==> src/rtl/inst_dec_pkg.sv <==
// ============================================================================
// Module  : inst_dec_pkg
// Brief   : RV32I opcode constants, decode-class encoding and source-use helpers.
// Revision: 1.0 - initial release
// ============================================================================
`default_nettype none

package inst_dec_pkg;

    localparam logic [6:0] OPC_R     = 7'b0110011;
    localparam logic [6:0] OPC_I     = 7'b0010011;
    localparam logic [6:0] OPC_LOAD  = 7'b0000011;
    localparam logic [6:0] OPC_JALR  = 7'b1100111;
    localparam logic [6:0] OPC_SYS   = 7'b1110011;
    localparam logic [6:0] OPC_S     = 7'b0100011;
    localparam logic [6:0] OPC_B     = 7'b1100011;
    localparam logic [6:0] OPC_LUI   = 7'b0110111;
    localparam logic [6:0] OPC_AUIPC = 7'b0010111;
    localparam logic [6:0] OPC_JAL   = 7'b1101111;

    typedef enum logic [2:0] {
        TYPE_R    = 3'd0,
        TYPE_I    = 3'd1,
        TYPE_LOAD = 3'd2,
        TYPE_S    = 3'd3,
        TYPE_B    = 3'd4,
        TYPE_U    = 3'd5,
        TYPE_J    = 3'd6,
        TYPE_ILL  = 3'd7
    } inst_type_e;

    function automatic logic uses_rs1(input inst_type_e t);
        return (t == TYPE_R) || (t == TYPE_I) || (t == TYPE_LOAD) ||
               (t == TYPE_S) || (t == TYPE_B);
    endfunction

    function automatic logic uses_rs2(input inst_type_e t);
        return (t == TYPE_R) || (t == TYPE_S) || (t == TYPE_B);
    endfunction

endpackage

`default_nettype wire

==> src/rtl/inst_field_imm_gen.sv <==
// ============================================================================
// Module  : inst_field_imm_gen
// Brief   : Combinational opcode classification, register fields and immediate.
// Revision: 1.0 - initial release
// ============================================================================
`default_nettype none

module inst_field_imm_gen
    import inst_dec_pkg::*;
#(
    parameter int XLEN = 32
) (
    input  logic [31:0]     instr_i,
    output inst_type_e      type_o,
    output logic [4:0]      rs1_o,
    output logic [4:0]      rs2_o,
    output logic [4:0]      rd_o,
    output logic [XLEN-1:0] imm_o,
    output logic            illegal_o
);

    logic [31:0] w_imm32;

    assign rs1_o = instr_i[19:15];
    assign rs2_o = instr_i[24:20];
    assign rd_o  = instr_i[11:7];

    always_comb begin
        type_o    = TYPE_ILL;
        illegal_o = 1'b0;
        w_imm32   = '0;
        case (instr_i[6:0])
            OPC_R: type_o = TYPE_R;
            OPC_I, OPC_JALR, OPC_SYS: begin
                type_o  = TYPE_I;
                w_imm32 = {{20{instr_i[31]}}, instr_i[31:20]};
            end
            OPC_LOAD: begin
                type_o  = TYPE_LOAD;
                w_imm32 = {{20{instr_i[31]}}, instr_i[31:20]};
            end
            OPC_S: begin
                type_o  = TYPE_S;
                w_imm32 = {{20{instr_i[31]}}, instr_i[31:25], instr_i[11:7]};
            end
            OPC_B: begin
                type_o  = TYPE_B;
                w_imm32 = {{19{instr_i[31]}}, instr_i[31], instr_i[7],
                           instr_i[30:25], instr_i[11:8], 1'b0};
            end
            OPC_LUI, OPC_AUIPC: begin
                type_o  = TYPE_U;
                w_imm32 = {instr_i[31:12], 12'b0};
            end
            OPC_JAL: begin
                type_o  = TYPE_J;
                w_imm32 = {{11{instr_i[31]}}, instr_i[31], instr_i[19:12],
                           instr_i[20], instr_i[30:21], 1'b0};
            end
            default: illegal_o = 1'b1;
        endcase
    end

    assign imm_o = XLEN'($signed(w_imm32));

endmodule

`default_nettype wire

==> src/rtl/inst_dec_stage_ctrl.sv <==
// ============================================================================
// Module  : inst_dec_stage_ctrl
// Brief   : RV32I decode stage: ID register, load-use bubble, flush handling.
//           INST_DEC_STALL_CNT_EN enables the saturating hazard-stall counter.
// Revision: 1.0 - initial release
// ============================================================================
`default_nettype none

module inst_dec_stage_ctrl
    import inst_dec_pkg::*;
#(
    parameter int XLEN        = 32,
    parameter int STALL_CNT_W = 16
) (
    input  logic                   clk,
    input  logic                   rst_n,
    input  logic                   if_valid,
    input  logic [31:0]            if_instr,
    output logic                   if_ready,
    input  logic                   flush,
    input  logic                   ex_ready,
    output logic                   id_valid,
    output logic [2:0]             id_type,
    output logic [4:0]             id_rs1,
    output logic [4:0]             id_rs2,
    output logic [4:0]             id_rd,
    output logic [XLEN-1:0]        id_imm,
    output logic                   id_illegal,
    output logic [STALL_CNT_W-1:0] stall_cnt
);

    inst_type_e      w_dec_type;
    logic [4:0]      w_dec_rs1, w_dec_rs2, w_dec_rd;
    logic [XLEN-1:0] w_dec_imm;
    logic            w_dec_ill;

    inst_field_imm_gen #(.XLEN(XLEN)) u_field_imm_gen (
        .instr_i   (if_instr),
        .type_o    (w_dec_type),
        .rs1_o     (w_dec_rs1),
        .rs2_o     (w_dec_rs2),
        .rd_o      (w_dec_rd),
        .imm_o     (w_dec_imm),
        .illegal_o (w_dec_ill)
    );

    logic            full_q, full_d;
    inst_type_e      type_q, type_d;
    logic [4:0]      rs1_q, rs1_d, rs2_q, rs2_d, rd_q, rd_d;
    logic [XLEN-1:0] imm_q, imm_d;
    logic            ill_q, ill_d;
    logic            ex_load_vld_q, ex_load_vld_d;
    logic [4:0]      ex_load_rd_q, ex_load_rd_d;

    logic w_hazard, w_issue, w_accept;

    // A load still in EX whose result the held instruction needs forces one bubble.
    assign w_hazard = full_q && ex_load_vld_q && (ex_load_rd_q != 5'd0) &&
                      ((uses_rs1(type_q) && (rs1_q == ex_load_rd_q)) ||
                       (uses_rs2(type_q) && (rs2_q == ex_load_rd_q)));

    assign id_valid = full_q && !w_hazard;
    assign w_issue  = id_valid && ex_ready;
    assign if_ready = !flush && !w_hazard && (!full_q || ex_ready);
    assign w_accept = if_valid && if_ready;

    always_comb begin
        full_d        = full_q;
        type_d        = type_q;
        rs1_d         = rs1_q;
        rs2_d         = rs2_q;
        rd_d          = rd_q;
        imm_d         = imm_q;
        ill_d         = ill_q;
        ex_load_vld_d = ex_load_vld_q;
        ex_load_rd_d  = ex_load_rd_q;
        if (flush) begin
            full_d        = 1'b0;
            ex_load_vld_d = 1'b0;
        end else begin
            // A bubble moving into EX also clears the tracked load.
            if (ex_ready) begin
                ex_load_vld_d = w_issue && (type_q == TYPE_LOAD);
                ex_load_rd_d  = rd_q;
            end
            if (w_accept) begin
                full_d = 1'b1;
                type_d = w_dec_type;
                rs1_d  = w_dec_rs1;
                rs2_d  = w_dec_rs2;
                rd_d   = w_dec_rd;
                imm_d  = w_dec_imm;
                ill_d  = w_dec_ill;
            end else if (w_issue) begin
                full_d = 1'b0;
            end
        end
    end

    always_ff @(posedge clk) begin
        if (!rst_n) begin
            full_q        <= 1'b0;
            type_q        <= TYPE_R;
            rs1_q         <= '0;
            rs2_q         <= '0;
            rd_q          <= '0;
            imm_q         <= '0;
            ill_q         <= 1'b0;
            ex_load_vld_q <= 1'b0;
            ex_load_rd_q  <= '0;
        end else begin
            full_q        <= full_d;
            type_q        <= type_d;
            rs1_q         <= rs1_d;
            rs2_q         <= rs2_d;
            rd_q          <= rd_d;
            imm_q         <= imm_d;
            ill_q         <= ill_d;
            ex_load_vld_q <= ex_load_vld_d;
            ex_load_rd_q  <= ex_load_rd_d;
        end
    end

    assign id_type    = type_q;
    assign id_rs1     = rs1_q;
    assign id_rs2     = rs2_q;
    assign id_rd      = rd_q;
    assign id_imm     = imm_q;
    assign id_illegal = ill_q;

`ifdef INST_DEC_STALL_CNT_EN
    logic [STALL_CNT_W-1:0] stall_cnt_q;

    always_ff @(posedge clk) begin
        if (!rst_n) begin
            stall_cnt_q <= '0;
        end else if (w_hazard && (stall_cnt_q != '1)) begin
            stall_cnt_q <= stall_cnt_q + STALL_CNT_W'(1);
        end
    end

    assign stall_cnt = stall_cnt_q;
`else
    assign stall_cnt = '0;
`endif

endmodule

`default_nettype wire
==> config.mk <==
export PLATFORM = sky130hd
export DESIGN_NAME = inst_dec_stage_ctrl
export DESIGN_NICKNAME = d
export VERILOG_FILES = /design/src/rtl/inst_dec_pkg.sv /design/src/rtl/inst_field_imm_gen.sv /design/src/rtl/inst_dec_stage_ctrl.sv
export SDC_FILE = /design/constraint.sdc
export NUM_CORES = 1
export LEC_CHECK = 0
export BUFFER_PORTS_ARGS = -buffer_cell sky130_fd_sc_hd__buf_2
export CAP_MARGIN = 0
export CORE_MARGIN = 4
export CORE_UTILIZATION = 45
export DETAILED_ROUTE_END_ITERATION = 7
export PLACE_DENSITY = 0.72
export SLEW_MARGIN = 20
export SYNTH_ARGS = -nofsm -noshare
export SYNTH_HDL_FRONTEND = slang
export SYNTH_SLANG_ARGS = --single-unit
==> constraint.sdc <==
create_clock -name clk -period 2 [get_ports clk]
set_input_delay 0 -clock clk [delete_from_list [all_inputs] [get_ports clk]]
set_output_delay 0 -clock clk [all_outputs]
set_load 0.01 [all_outputs]
==> results of run 1 <==
==> power groups by stage <==
stage	clock network [mW]	registers, mW	logic, mW
final	0.925	1.21	0.479
after global routing	0.999	1.22	0.517
after CTS	0.936	1.21	0.435
after detailed placement	0	1.24	0.392
after global placement	0	1.24	0.389
after floorplan	0	1.24	0.280
==> Yosys cell counts, types with 2 or more instances <==
cell type / number / area (um^2)
buf_6: 2 / 22.5
o2bb2ai_1: 8 / 70.1
nor2b_1: 10 / 62.6
buf_12: 4 / 80.1
nand4_1: 2 / 12.5
nand2_1: 93 / 349
a32oi_1: 2 / 17.5
mux2i_1: 56 / 561
buf_4: 16 / 120
a211oi_1: 2 / 15.0
o211ai_1: 2 / 15.0
xor2_1: 11 / 96.3
inv_1: 3 / 11.3
or4_1: 2 / 15.0
o21ai_0: 23 / 115
nand3b_1: 2 / 15.0
and2_1: 18 / 113
o22ai_1: 2 / 12.5
nor3b_1: 2 / 15.0
a31oi_1: 2 / 12.5
a21oi_1: 10 / 50.1
nor3_1: 2 / 10.0
and3_1: 3 / 18.8
nor2_1: 5 / 18.8
nand2b_1: 2 / 12.5
dfxtp_1: 58 / 1160
and3b_1: 2 / 17.5
or2_2: 2 / 12.5
a21o_1: 2 / 15.0
clkbuf_1: 22 / 82.6
==> per-stage QoR <==
stage	utilization, %	instance area [um^2]	hold WS (ns)	worst slack (ns)
final	59.9	4320	0.0298	-0.0638
after floorplan	-	3380	0.139	0.148
after global placement	52.4	3780	0.260	0.117
after global routing	59.9	4320	0.0553	-0.147
after detailed placement	52.4	3780	0.266	0.0629
after CTS	58.1	4190	0.0140	-0.00877
==> worst max-delay path, stage by stage, from the launching register on <==
cell       delay, ns
dfxtp_4         0.35
or2_4           0.26
a2111oi_4       0.30
a22oi_2         0.14
buf_4           0.16
o2111ai_4       0.22
buf_12          0.16
buf_12          0.14
mux2i_2         0.24
==> state kept, by name, summed over array words and instances (netlist names) <==
name / flops
id_imm: 32
ex_load_rd_q: 5
id_rd: 5
id_rs1: 5
id_rs2: 5
id_type: 3
ex_load_vld_q: 1
full_q: 1
id_illegal: 1
==> kinds of logic (layout without fill, tap and decap cells) <==
| kind of cell | count (synthesis) | in the layout | synth area share, % |
|---|---|---|---|
| other | 1 | 16 | 0.113 |
| xor gates and xnor gates | 11 | 11 | 2.90 |
| DFF | 58 | 58 | 34.9 |
| AOI/OAI and AO/OA | 64 | 64 | 13.4 |
| muxes | 57 | 57 | 17.2 |
| and+or+nand+nor | 152 | 152 | 22.0 |
| buffers and inverters | 47 | 150 | 9.52 |
==> layer usage <==
metal / global-route usage, % / wire length [um] / up-vias
li1: - / - / 1529
met1: 26.6 / 3990 / 1448
met2: 32.6 / 4530 / 138
met3: 3.61 / 639 / 27
met4: 11.1 / 323 / 0
met5: 0 / 0 / -
==> layout make-up <==
class / instances / area (um^2)
Inverter: 3 / 11.3
Tap cell: 99 / 124
Clock inverter: 3 / 15.0
Clock buffer: 13 / 149
Sequential cell: 58 / 1170
Multi-Input combinational cell: 300 / 1940
Timing Repair Buffer: 131 / 908
Fill cell: 683 / 2900
==> what timing repair did <==
item / 4_1_cts / 5_1_grt
endpoints found under the hold margin: 23 / 0
hold buffers: 23 / 0
pin swaps: 2 / 4
setup buffers: 1 / 3
endpoints found under the setup margin: 2 / 43
cloned: 0 / 3
gates resized for setup: 4 / 8
==> how the worst max path moves through the flow <==
| stage | from | endpoint | cells after the start |
|---|---|---|---|
| 2_1_floorplan | id_type[2]$_SDFFE_PN0P_ | id_illegal$_SDFFE_PN0P_ | 7 |
| 3_3_place_gp | id_type[1]$_SDFFE_PN0P_ | id_imm[13]$_SDFFE_PN0P_ | 6 |
| 3_5_place_dp | id_type[0]$_SDFFE_PN0P_ | id_imm[14]$_SDFFE_PN0P_ | 6 |
| 4_1_cts | id_type[0]$_SDFFE_PN0P_ | id_imm[14]$_SDFFE_PN0P_ | 7 |
| 5_1_grt | id_type[0]$_SDFFE_PN0P_ | id_imm[7]$_SDFFE_PN0P_ | 8 |
| 6_report | id_type[0]$_SDFFE_PN0P_ | id_imm[7]$_SDFFE_PN0P_ | 8 |
==> summary.md, run 1 <==
| Metric | Value |
|---|---|
| Flop pwr share | 46.3% |
| HP Start | flush |
| Cell Area, Synth | 3330 um^2 |
| FF-to-FF path depth | 8 |
| Drc violations | 0 |
| I/O Buffers | 89 |
| Fmax | 0.485 GHz |
| CP Launch Type | register |
| Gpl congestion | 0.877 |
| Total grt overflow | 0 |
| Async set or reset register ratio after synthesis | 0% |
| Cells on Worst Hold Path | 4 |
| Die width | 94.0 um |
| Rel. slew slack | 54.5% |
| Total Routing Usage GR | 20.6% |
| Clock-pin slew on the worst setup and hold paths | 0.06 ns |
| Worst Hold End | full_q$_SDFFE_PP0P_ |
| Logic gate share of total power | 18.3% |
| Core area | 7210 um^2 |
| Max-slew violation count | 0 |
| Worst IR drop on VDD | 0.222 mV |
| Worst skew pair latency | 0.34 ns |
| Endpoints failing hold | 0 |
| Synth Register Bits | 58 |
| Syn Inst Count | 390 |
| Commonest non-fill, non-tap cell in the layout | nand2_1 |
| WP data required | 2.25 ns |
| Fin Setup TNS | -0.176 ns |
| Htree depth | 3 |
| Initial antenna violation count | 0 |
| Int Pwr | 1.89 mW |
| Setup ws final | -0.0638 ns |
| Fin nets | 540 |
| Post-Layout Cell Count | 607 |
| Post-synth EDFFs | 0 |
| Clock Skew | 0.00868 ns |
| CTS Root Buffer Type | clkbuf_8 |
| Clock share of power | 35.4% |
| Most common flop cell mapped by yosys | dfxtp_1 |
| Net Sw Frac | 27.8% |
| Setup CP Type | register to register |
| CTS sink count | 58 |
| Chip Height | 94.0 um |
| # IOs | 106 |
| Crit path DAT | 2.31 ns |
| Worst R2R Setup Slack | -0.06 ns |
| HP Class | primary input to register |
| Ys Warns | 0 |
| RSZ-0062 raised after global routing | yes |
| Tightest Pin Transition | 0.681 ns |
| R2r startpoint | id_type[0]$_SDFFE_PN0P_ |
| Failing checks | setup timing |
| Overall Power | 2.62 mW |
| Post-DRT Antenna Nets | 0 |
| Std-Cell Rows | 31 |
| First drt pass iteration count | 4 |
| # diodes | 0 |
| Total CTS buffers | 9 |
| Worst Setup End Kind | register |
| Share of layout cells above drive strength 1 | 27.6% |
| Period utilisation layout | 103% |
| DP Cell Count | 561 |
| DR iter-0 viols | 159 |
| Most frequent cells in the layout | 93 x nand2_1, 88 x buf_2, 55 x mux2i_1, 55 x dfxtp_1 |
| Routed WL | 9.48 mm |
| Max clock buf depth | 2 |
| Vias/cell | 5.18 |
| Die area | 8830 um^2 |
| MaxCap Viol Count | 0 |
| Psw | 0.728 mW |
| Critical-path maximum fanout | 8 |
| PwrDens | 606 nW/um^2 |
| Number of global-route vias before repair | 2990 |
| P&R area growth vs syn | 29.8% |
| Worst R2R End | id_imm[7]$_SDFFE_PN0P_ |
| Post-synthesis sequential area ratio | 34.9% |
| Setup violations, final | 11 |
| Global-route wire length before repair | 14.4 mm |
| Status | complete, but fails checks |
| Distinct cell type count after synthesis | 50 |
| Vias | 3142 |
| TritonCTS clock tree | built |
| Fin crit period | 2.06 ns |
| Lkg Pwr | 2.07 nW |
| Post-synthesis area per instance | 8.53 um^2 |
| Starting density of the core | 46.1% |
| Largest net degree at the start of global routing | 67 |
| WL/cell | 15.6 um |
| HPWL after detailed placement | 6.38 mm |
(Power assumes the default switching activity.)
==> run 2: changes to the inputs <==
--- a/config.mk
+++ b/config.mk
@@ -10,7 +10,7 @@
 export CORE_MARGIN = 4
 export CORE_UTILIZATION = 45
 export DETAILED_ROUTE_END_ITERATION = 7
-export PLACE_DENSITY = 0.72
+export PLACE_DENSITY = 0.75
 export SLEW_MARGIN = 20
 export SYNTH_ARGS = -nofsm -noshare
 export SYNTH_HDL_FRONTEND = slang
==> constraint.sdc (replaced) <==
create_clock -name clk -period 1.8 [get_ports clk]
set_input_delay 0 -clock clk [delete_from_list [all_inputs] [get_ports clk]]
set_output_delay 0 -clock clk [all_outputs]
set_load 0.01 [all_outputs]
==> summary.md, run 2 (synthesized netlist as in run 1, its figures left out) <==
| Metric | Value |
|---|---|
| Worst IR drop on VDD | 0.341 mV (was 0.222 mV) |
| PwrDens | 677 nW/um^2 (was 606 nW/um^2) |
| Vias | 3120 (was 3142) |
| Starting density of the core | 46.1% (unchanged) |
| Setup WS pre-CTS | -0.0818 ns (was 0.0629 ns) |
| First drt pass iteration count | 4 (unchanged) |
| Routed WL | 8.78 mm (was 9.48 mm) |
| I/O Buffers | 89 (unchanged) |
| Total Routing Usage GR | 19.9% (was 20.6%) |
| Die area | 8830 um^2 (unchanged) |
| R2r startpoint | ex_load_rd_q[1]$_SDFFE_PN0P_ (was id_type[0]$_SDFFE_PN0P_) |
| WP data required | 1.80 ns (was 2.25 ns) |
| DR iter-0 viols | 134 (was 159) |
| Die width | 94.0 um (unchanged) |
| Setup violations, final | 54 (was 11) |
| Std-Cell Rows | 31 (unchanged) |
| Total CTS buffers | 9 (unchanged) |
| Htree depth | 3 (unchanged) |
| HP Class | primary input to register (unchanged) |
| Max reg flops | 32 (unchanged) |
| Worst skew pair latency | 0.34 ns (about the same) |
| Period utilisation layout | 110% |
| CP Launch Type | register (unchanged) |
| Fin nets | 541 (was 540) |
| Status | complete, but fails checks (unchanged) |
| Max clock buf depth | 2 (unchanged) |
| Setup ws final | -0.186 ns (was -0.0638 ns) |
| WL/cell | 14.5 um (was 15.6 um) |
| # IOs | 106 (unchanged) |
| Share of layout cells above drive strength 1 | 28.3% (was 27.6%) |
| Worst setup path endpoint | if_ready (was id_imm[7]$_SDFFE_PN0P_) |
| MaxCap Viol Count | 0 (unchanged) |
| Setup CP Type | register to primary output (was register to register) |
| HPWL after detailed placement | 6.24 mm (was 6.38 mm) |
| Clock-pin slew on the worst setup and hold paths | 0.07 ns (was 0.06 ns) |
| Number of global-route vias before repair | 2904 (was 2990) |
| RSZ-0062 raised after global routing | yes (unchanged) |
| Chip Height | 94.0 um (unchanged) |
| Commonest non-fill, non-tap cell in the layout | nand2_1 (unchanged) |
| Fin crit period | 1.99 ns |
| Clock Skew | 0.0138 ns (was 0.00868 ns) |
| Fin Setup TNS | -7.21 ns (was -0.176 ns) |
| CTS sink count | 58 (unchanged) |
| # diodes | 0 (unchanged) |
| Lkg Pwr | 2.06 nW (was 2.07 nW) |
| TritonCTS clock tree | built (unchanged) |
| Largest net degree at the start of global routing | 102 (was 67) |
| Max-slew violation count | 0 (unchanged) |
| Vias/cell | 5.14 (was 5.18) |
| Fill count | 656 (was 683) |
| Failing checks | setup timing (unchanged) |
| Worst R2R Setup Slack | -0.18 ns (was -0.06 ns) |
| Total grt overflow | 0 (unchanged) |
| Post-DRT Antenna Nets | 0 (unchanged) |
| CTS Root Buffer Type | clkbuf_8 (unchanged) |
| Origin of the worst setup path | ex_load_rd_q[1]$_SDFFE_PN0P_ (was id_type[0]$_SDFFE_PN0P_) |
| Crit path DAT | 1.99 ns (was 2.31 ns) |
| Max stage delay on crit path | 0.56 ns (was 0.35 ns) |
| Core area | 7210 um^2 (unchanged) |
| Gpl congestion | 0.885 (was 0.877) |
| Global-route wire length before repair | 13.9 mm (was 14.4 mm) |
| Tightest Pin Transition | 0.616 ns (was 0.681 ns) |
| FF-to-FF path depth | 7 (was 8) |
| Rel. slew slack | 58.8% (was 54.5%) |
| Endpoints failing hold | 0 (unchanged) |
| P&R area growth vs syn | 29.3% (was 29.8%) |
| Critical-path maximum fanout | 3 (was 8) |
| Critical path, cell by cell | or4_4 > o211ai_4 > buf_6 > or2_4 > and3_1 > buf_2 (was or2_4 > a2111oi_4 > a22oi_2 > buf_4 > o2111ai_4 > buf_12 > buf_12 > mux2i_2) |
| Drc violations | 0 (unchanged) |
| Slowest stage cell, crit path | or4_4 (was dfxtp_4) |
| Most frequent cells in the layout | 93 x nand2_1, 88 x buf_2, 56 x mux2i_1, 53 x dfxtp_1 (was 93 x nand2_1, 88 x buf_2, 55 x mux2i_1, 55 x dfxtp_1) |
| Initial antenna violation count | 0 (unchanged) |
| Worst Setup End Kind | primary output (was register) |
| Worst R2R End | id_type[0]$_SDFFE_PN0P_ (was id_imm[7]$_SDFFE_PN0P_) |
| Fmax | 0.503 GHz |
[run 2: what timing repair did]
item / 4_1_cts / 5_1_grt
buffers inserted: 2 / 1
setup endpoints to repair: 41 / 54
hold buffers: 23 / 0
gates resized for setup: 1 / 9
endpoints found under the hold margin: 23 / 0
pin swaps: 1 / 2
[run 2: stage by stage]
stage               power, mW  util [%]  cell area, um^2  std cells  hold WS (ns)
floorplan                1.69         -             3390        405         0.139
global placement         1.81      53.1             3830        566         0.260
detailed placement       1.81      53.1             3830        566         0.272
CTS                      2.92      58.9             4250        606       0.00742
global route             3.04      59.6             4300        607        0.0397
finish                   2.91      59.6             4300        607        0.0241
[run 2: cell type report]
cell class / instances / area, um^2 / share of cell area [%]
Inverter: 3 / 11.3 / 0.262
Sequential cell: 58 / 1170 / 27.1
Tap cell: 99 / 124 / 2.88
Clock buffer: 13 / 159 / 3.70
Clock inverter: 2 / 12.5 / 0.291
Multi-Input combinational cell: 300 / 1950 / 45.4
Timing Repair Buffer: 132 / 873 / 20.3
[run 2: power breakdown]
group | internal, mW | leakage (nW) | total (mW) | switching [mW]
combinational | 0.236 | 1.50 | 0.506 | 0.271
clock | 0.565 | 0.0855 | 1.06 | 0.495
sequential | 1.32 | 0.472 | 1.35 | 0.0290
[run 2: layer usage]
| layer | routed length [um] | track usage (%) | vias up |
|---|---|---|---|
| met1 | 3850 | 24.9 | 1477 |
| met5 | 0 | 0 | - |
| met3 | 529 | 4.49 | 9 |
| li1 | - | - | 1532 |
| met2 | 4290 | 33.1 | 102 |
| met4 | 114 | 7.94 | 0 |
[run 2: worst min path at each step]
stage | start | end | slack [ns] | depth (start not counted)
2_1_floorplan | if_instr[30] | id_imm[10]$_SDFFE_PN0P_ | 0.14 | 2
3_3_place_gp | if_instr[27] | id_imm[7]$_SDFFE_PN0P_ | 0.26 | 3
3_5_place_dp | if_instr[27] | id_imm[7]$_SDFFE_PN0P_ | 0.27 | 3
4_1_cts | flush | ex_load_vld_q$_SDFFE_PP0P_ | 0.007 | 4
5_1_grt | if_instr[14] | id_imm[14]$_SDFFE_PN0P_ | 0.04 | 4
6_report | flush | ex_load_vld_q$_SDFFE_PP0P_ | 0.02 | 4
[run 2: critical path: cells and delay by family, from the launching register on]
family                 cells  cell delay, ns
AO/OA/AOI/OAI              1            0.21
buffers and inverters      2            0.26
flip-flops                 1            0.35
AND/OR/NAND/NOR            3            0.83
==> run 3: changes to the inputs <==
--- a/config.mk
+++ b/config.mk
@@ -11,6 +11,7 @@
 export CORE_UTILIZATION = 45
 export DETAILED_ROUTE_END_ITERATION = 7
 export PLACE_DENSITY = 0.75
+export RECOVER_POWER = 25
 export SLEW_MARGIN = 20
 export SYNTH_ARGS = -nofsm -noshare
 export SYNTH_HDL_FRONTEND = slang
==> summary.md, run 3 (synthesized netlist as in run 1, its figures left out) <==
| Metric | Value |
|---|---|
| Chip Height | 94.0 um (unchanged) |
| FF-to-FF path depth | 7 (unchanged) |
| RSZ-0062 raised after global routing | yes (unchanged) |
| Logic gate share of total power | 17.4% (about the same) |
| Clock-pin slew on the worst setup and hold paths | 0.07 ns (about the same) |
| Cells on Worst Hold Path | 4 (unchanged) |
| Die area | 8830 um^2 (unchanged) |
| Lkg Pwr | 2.00 nW (was 2.06 nW) |
| Int Pwr | 2.12 mW (about the same) |
| Overall Power | 2.92 mW (was 2.91 mW) |
| Std-Cell Rows | 31 (unchanged) |
| Routed WL | 8.86 mm (was 8.78 mm) |
| Fin nets | 541 (unchanged) |
| Total Routing Usage GR | 19.9% (unchanged) |
| # IOs | 106 (unchanged) |
| # diodes | 0 (unchanged) |
| Setup CP Type | register to primary output (unchanged) |
| Setup violations, final | 54 (unchanged) |
| Drc violations | 0 (unchanged) |
| Fin crit period | 1.99 ns (about the same) |
| Worst skew pair latency | 0.34 ns (about the same) |
| PwrDens | 681 nW/um^2 (was 677 nW/um^2) |
| Setup WS pre-CTS | -0.0818 ns (unchanged) |
| Failing checks | setup timing (unchanged) |
| Endpoints failing hold | 0 (unchanged) |
| Htree depth | 3 (unchanged) |
| Worst Setup End Kind | primary output (unchanged) |
| Hold slack final | 0.0234 ns (was 0.0241 ns) |
| Net Sw Frac | 27.4% (was 27.3%) |
| Post-Layout Cell Count | 607 (unchanged) |
| Largest net degree at the start of global routing | 102 (unchanged) |
| I/O Buffers | 89 (unchanged) |
| Worst IR drop on VDD | 0.339 mV (was 0.341 mV) |
| WL/cell | 14.6 um (was 14.5 um) |
| Most frequent cells in the layout | 93 x nand2_1, 74 x buf_2, 56 x mux2i_1, 53 x dfxtp_1 (was 93 x nand2_1, 88 x buf_2, 56 x mux2i_1, 53 x dfxtp_1) |
| Number of global-route vias before repair | 2904 (unchanged) |
| Fmax | 0.504 GHz (was 0.503 GHz) |
| Vias | 3094 (was 3120) |
| Clock share of power | 36.4% (about the same) |
| Tightest Pin Transition | 0.620 ns (was 0.616 ns) |
| Die width | 94.0 um (unchanged) |
| MaxCap Viol Count | 0 (unchanged) |
| Share of layout cells above drive strength 1 | 25.6% (was 28.3%) |
| Psw | 0.799 mW (was 0.795 mW) |
| CTS sink count | 58 (unchanged) |
| DR iter-0 viols | 150 (was 134) |
| Clock Skew | 0.0120 ns (was 0.0138 ns) |
| Max reg flops | 32 (unchanged) |
| Crit path DAT | 1.99 ns (about the same) |
| Total grt overflow | 0 (unchanged) |
| Fin util | 59.4% (was 59.6%) |
| Period utilisation layout | 110% (about the same) |
| Rel. slew slack | 58.6% (was 58.8%) |
| Flop pwr share | 46.2% (about the same) |
| Max-slew violation count | 0 (unchanged) |
| DP Cell Count | 566 (unchanged) |
| First drt pass iteration count | 4 (unchanged) |
| Global-route wire length before repair | 13.9 mm (unchanged) |
| Placed Area | 3830 um^2 (unchanged) |
| Commonest non-fill, non-tap cell in the layout | nand2_1 (unchanged) |
| Fin Setup TNS | -7.20 ns (was -7.21 ns) |
| Initial antenna violation count | 0 (unchanged) |
| Gpl congestion | 0.885 (unchanged) |
| HPWL after detailed placement | 6.24 mm (unchanged) |
| CTS Root Buffer Type | clkbuf_8 (unchanged) |
| Status | complete, but fails checks (unchanged) |
| HP Class | primary input to register (unchanged) |
| Max clock buf depth | 2 (unchanged) |
| Setup ws final | -0.185 ns (was -0.186 ns) |
| WP data required | 1.80 ns (about the same) |
| Critical-path maximum fanout | 3 (unchanged) |
| TritonCTS clock tree | built (unchanged) |
| CP Launch Type | register (unchanged) |
| Total CTS buffers | 9 (unchanged) |
| P&R area growth vs syn | 28.8% (was 29.3%) |
| Fin area | 4280 um^2 (was 4300 um^2) |
| Post-DRT Antenna Nets | 0 (unchanged) |
| Vias/cell | 5.10 (was 5.14) |
| Core area | 7210 um^2 (unchanged) |
| Starting density of the core | 46.1% (unchanged) |
-- run 3: routing by layer --
layer  track usage, %  wire length, um  vias up
met1             24.9             3950     1452
met3             4.49              472       11
met5                0                0        -
met2             33.1             4300      104
li1                 -                -     1527
met4             7.94              133        0
-- run 3: timing repair --
item / in CTS / in global routing
endpoints found under the hold margin: 23 / 0
endpoints found under the setup margin: 41 / 54
pin swaps: 1 / 2
hold buffers: 23 / 0
gates resized for setup: 1 / 9
setup buffers: 2 / 1
-- run 3: power by group through the flow --
stage	Clock, mW	Sequential, mW	Combinational (mW)
3_5_place_dp	0	1.37	0.440
4_1_cts	1.08	1.35	0.491
2_1_floorplan	0	1.38	0.311
3_3_place_gp	0	1.37	0.434
5_1_grt	1.14	1.35	0.549
6_report	1.06	1.35	0.507
-- run 3: cell type report --
class / count / area [um^2]
fillers: 666 / 2930
multi-input cells: 300 / 1950
clock buffers: 13 / 159
repair buffers: 132 / 856
flip-flops and latches: 58 / 1170
clock inverters: 2 / 12.5
inverters: 3 / 11.3
well taps: 99 / 124
-- run 3: worst paths after layout --
path	startpoint	endpoint	slack, ns
max	ex_load_rd_q[1]$_SDFFE_PN0P_	if_ready	-0.19
min reg2reg	id_imm[8]$_SDFFE_PN0P_	id_imm[8]$_SDFFE_PN0P_	0.46
min	flush	ex_load_vld_q$_SDFFE_PP0P_	0.02
max reg2reg	id_type[0]$_SDFFE_PN0P_	id_type[0]$_SDFFE_PN0P_	-0.18
-- run 3: worst max-delay path, stage by stage, from the launching register on --
cell and delay (ns):
dfxtp_2 0.35, or4_4 0.56, o211ai_4 0.21, buf_6 0.14
or2_4 0.12, and3_1 0.15, buf_2 0.12
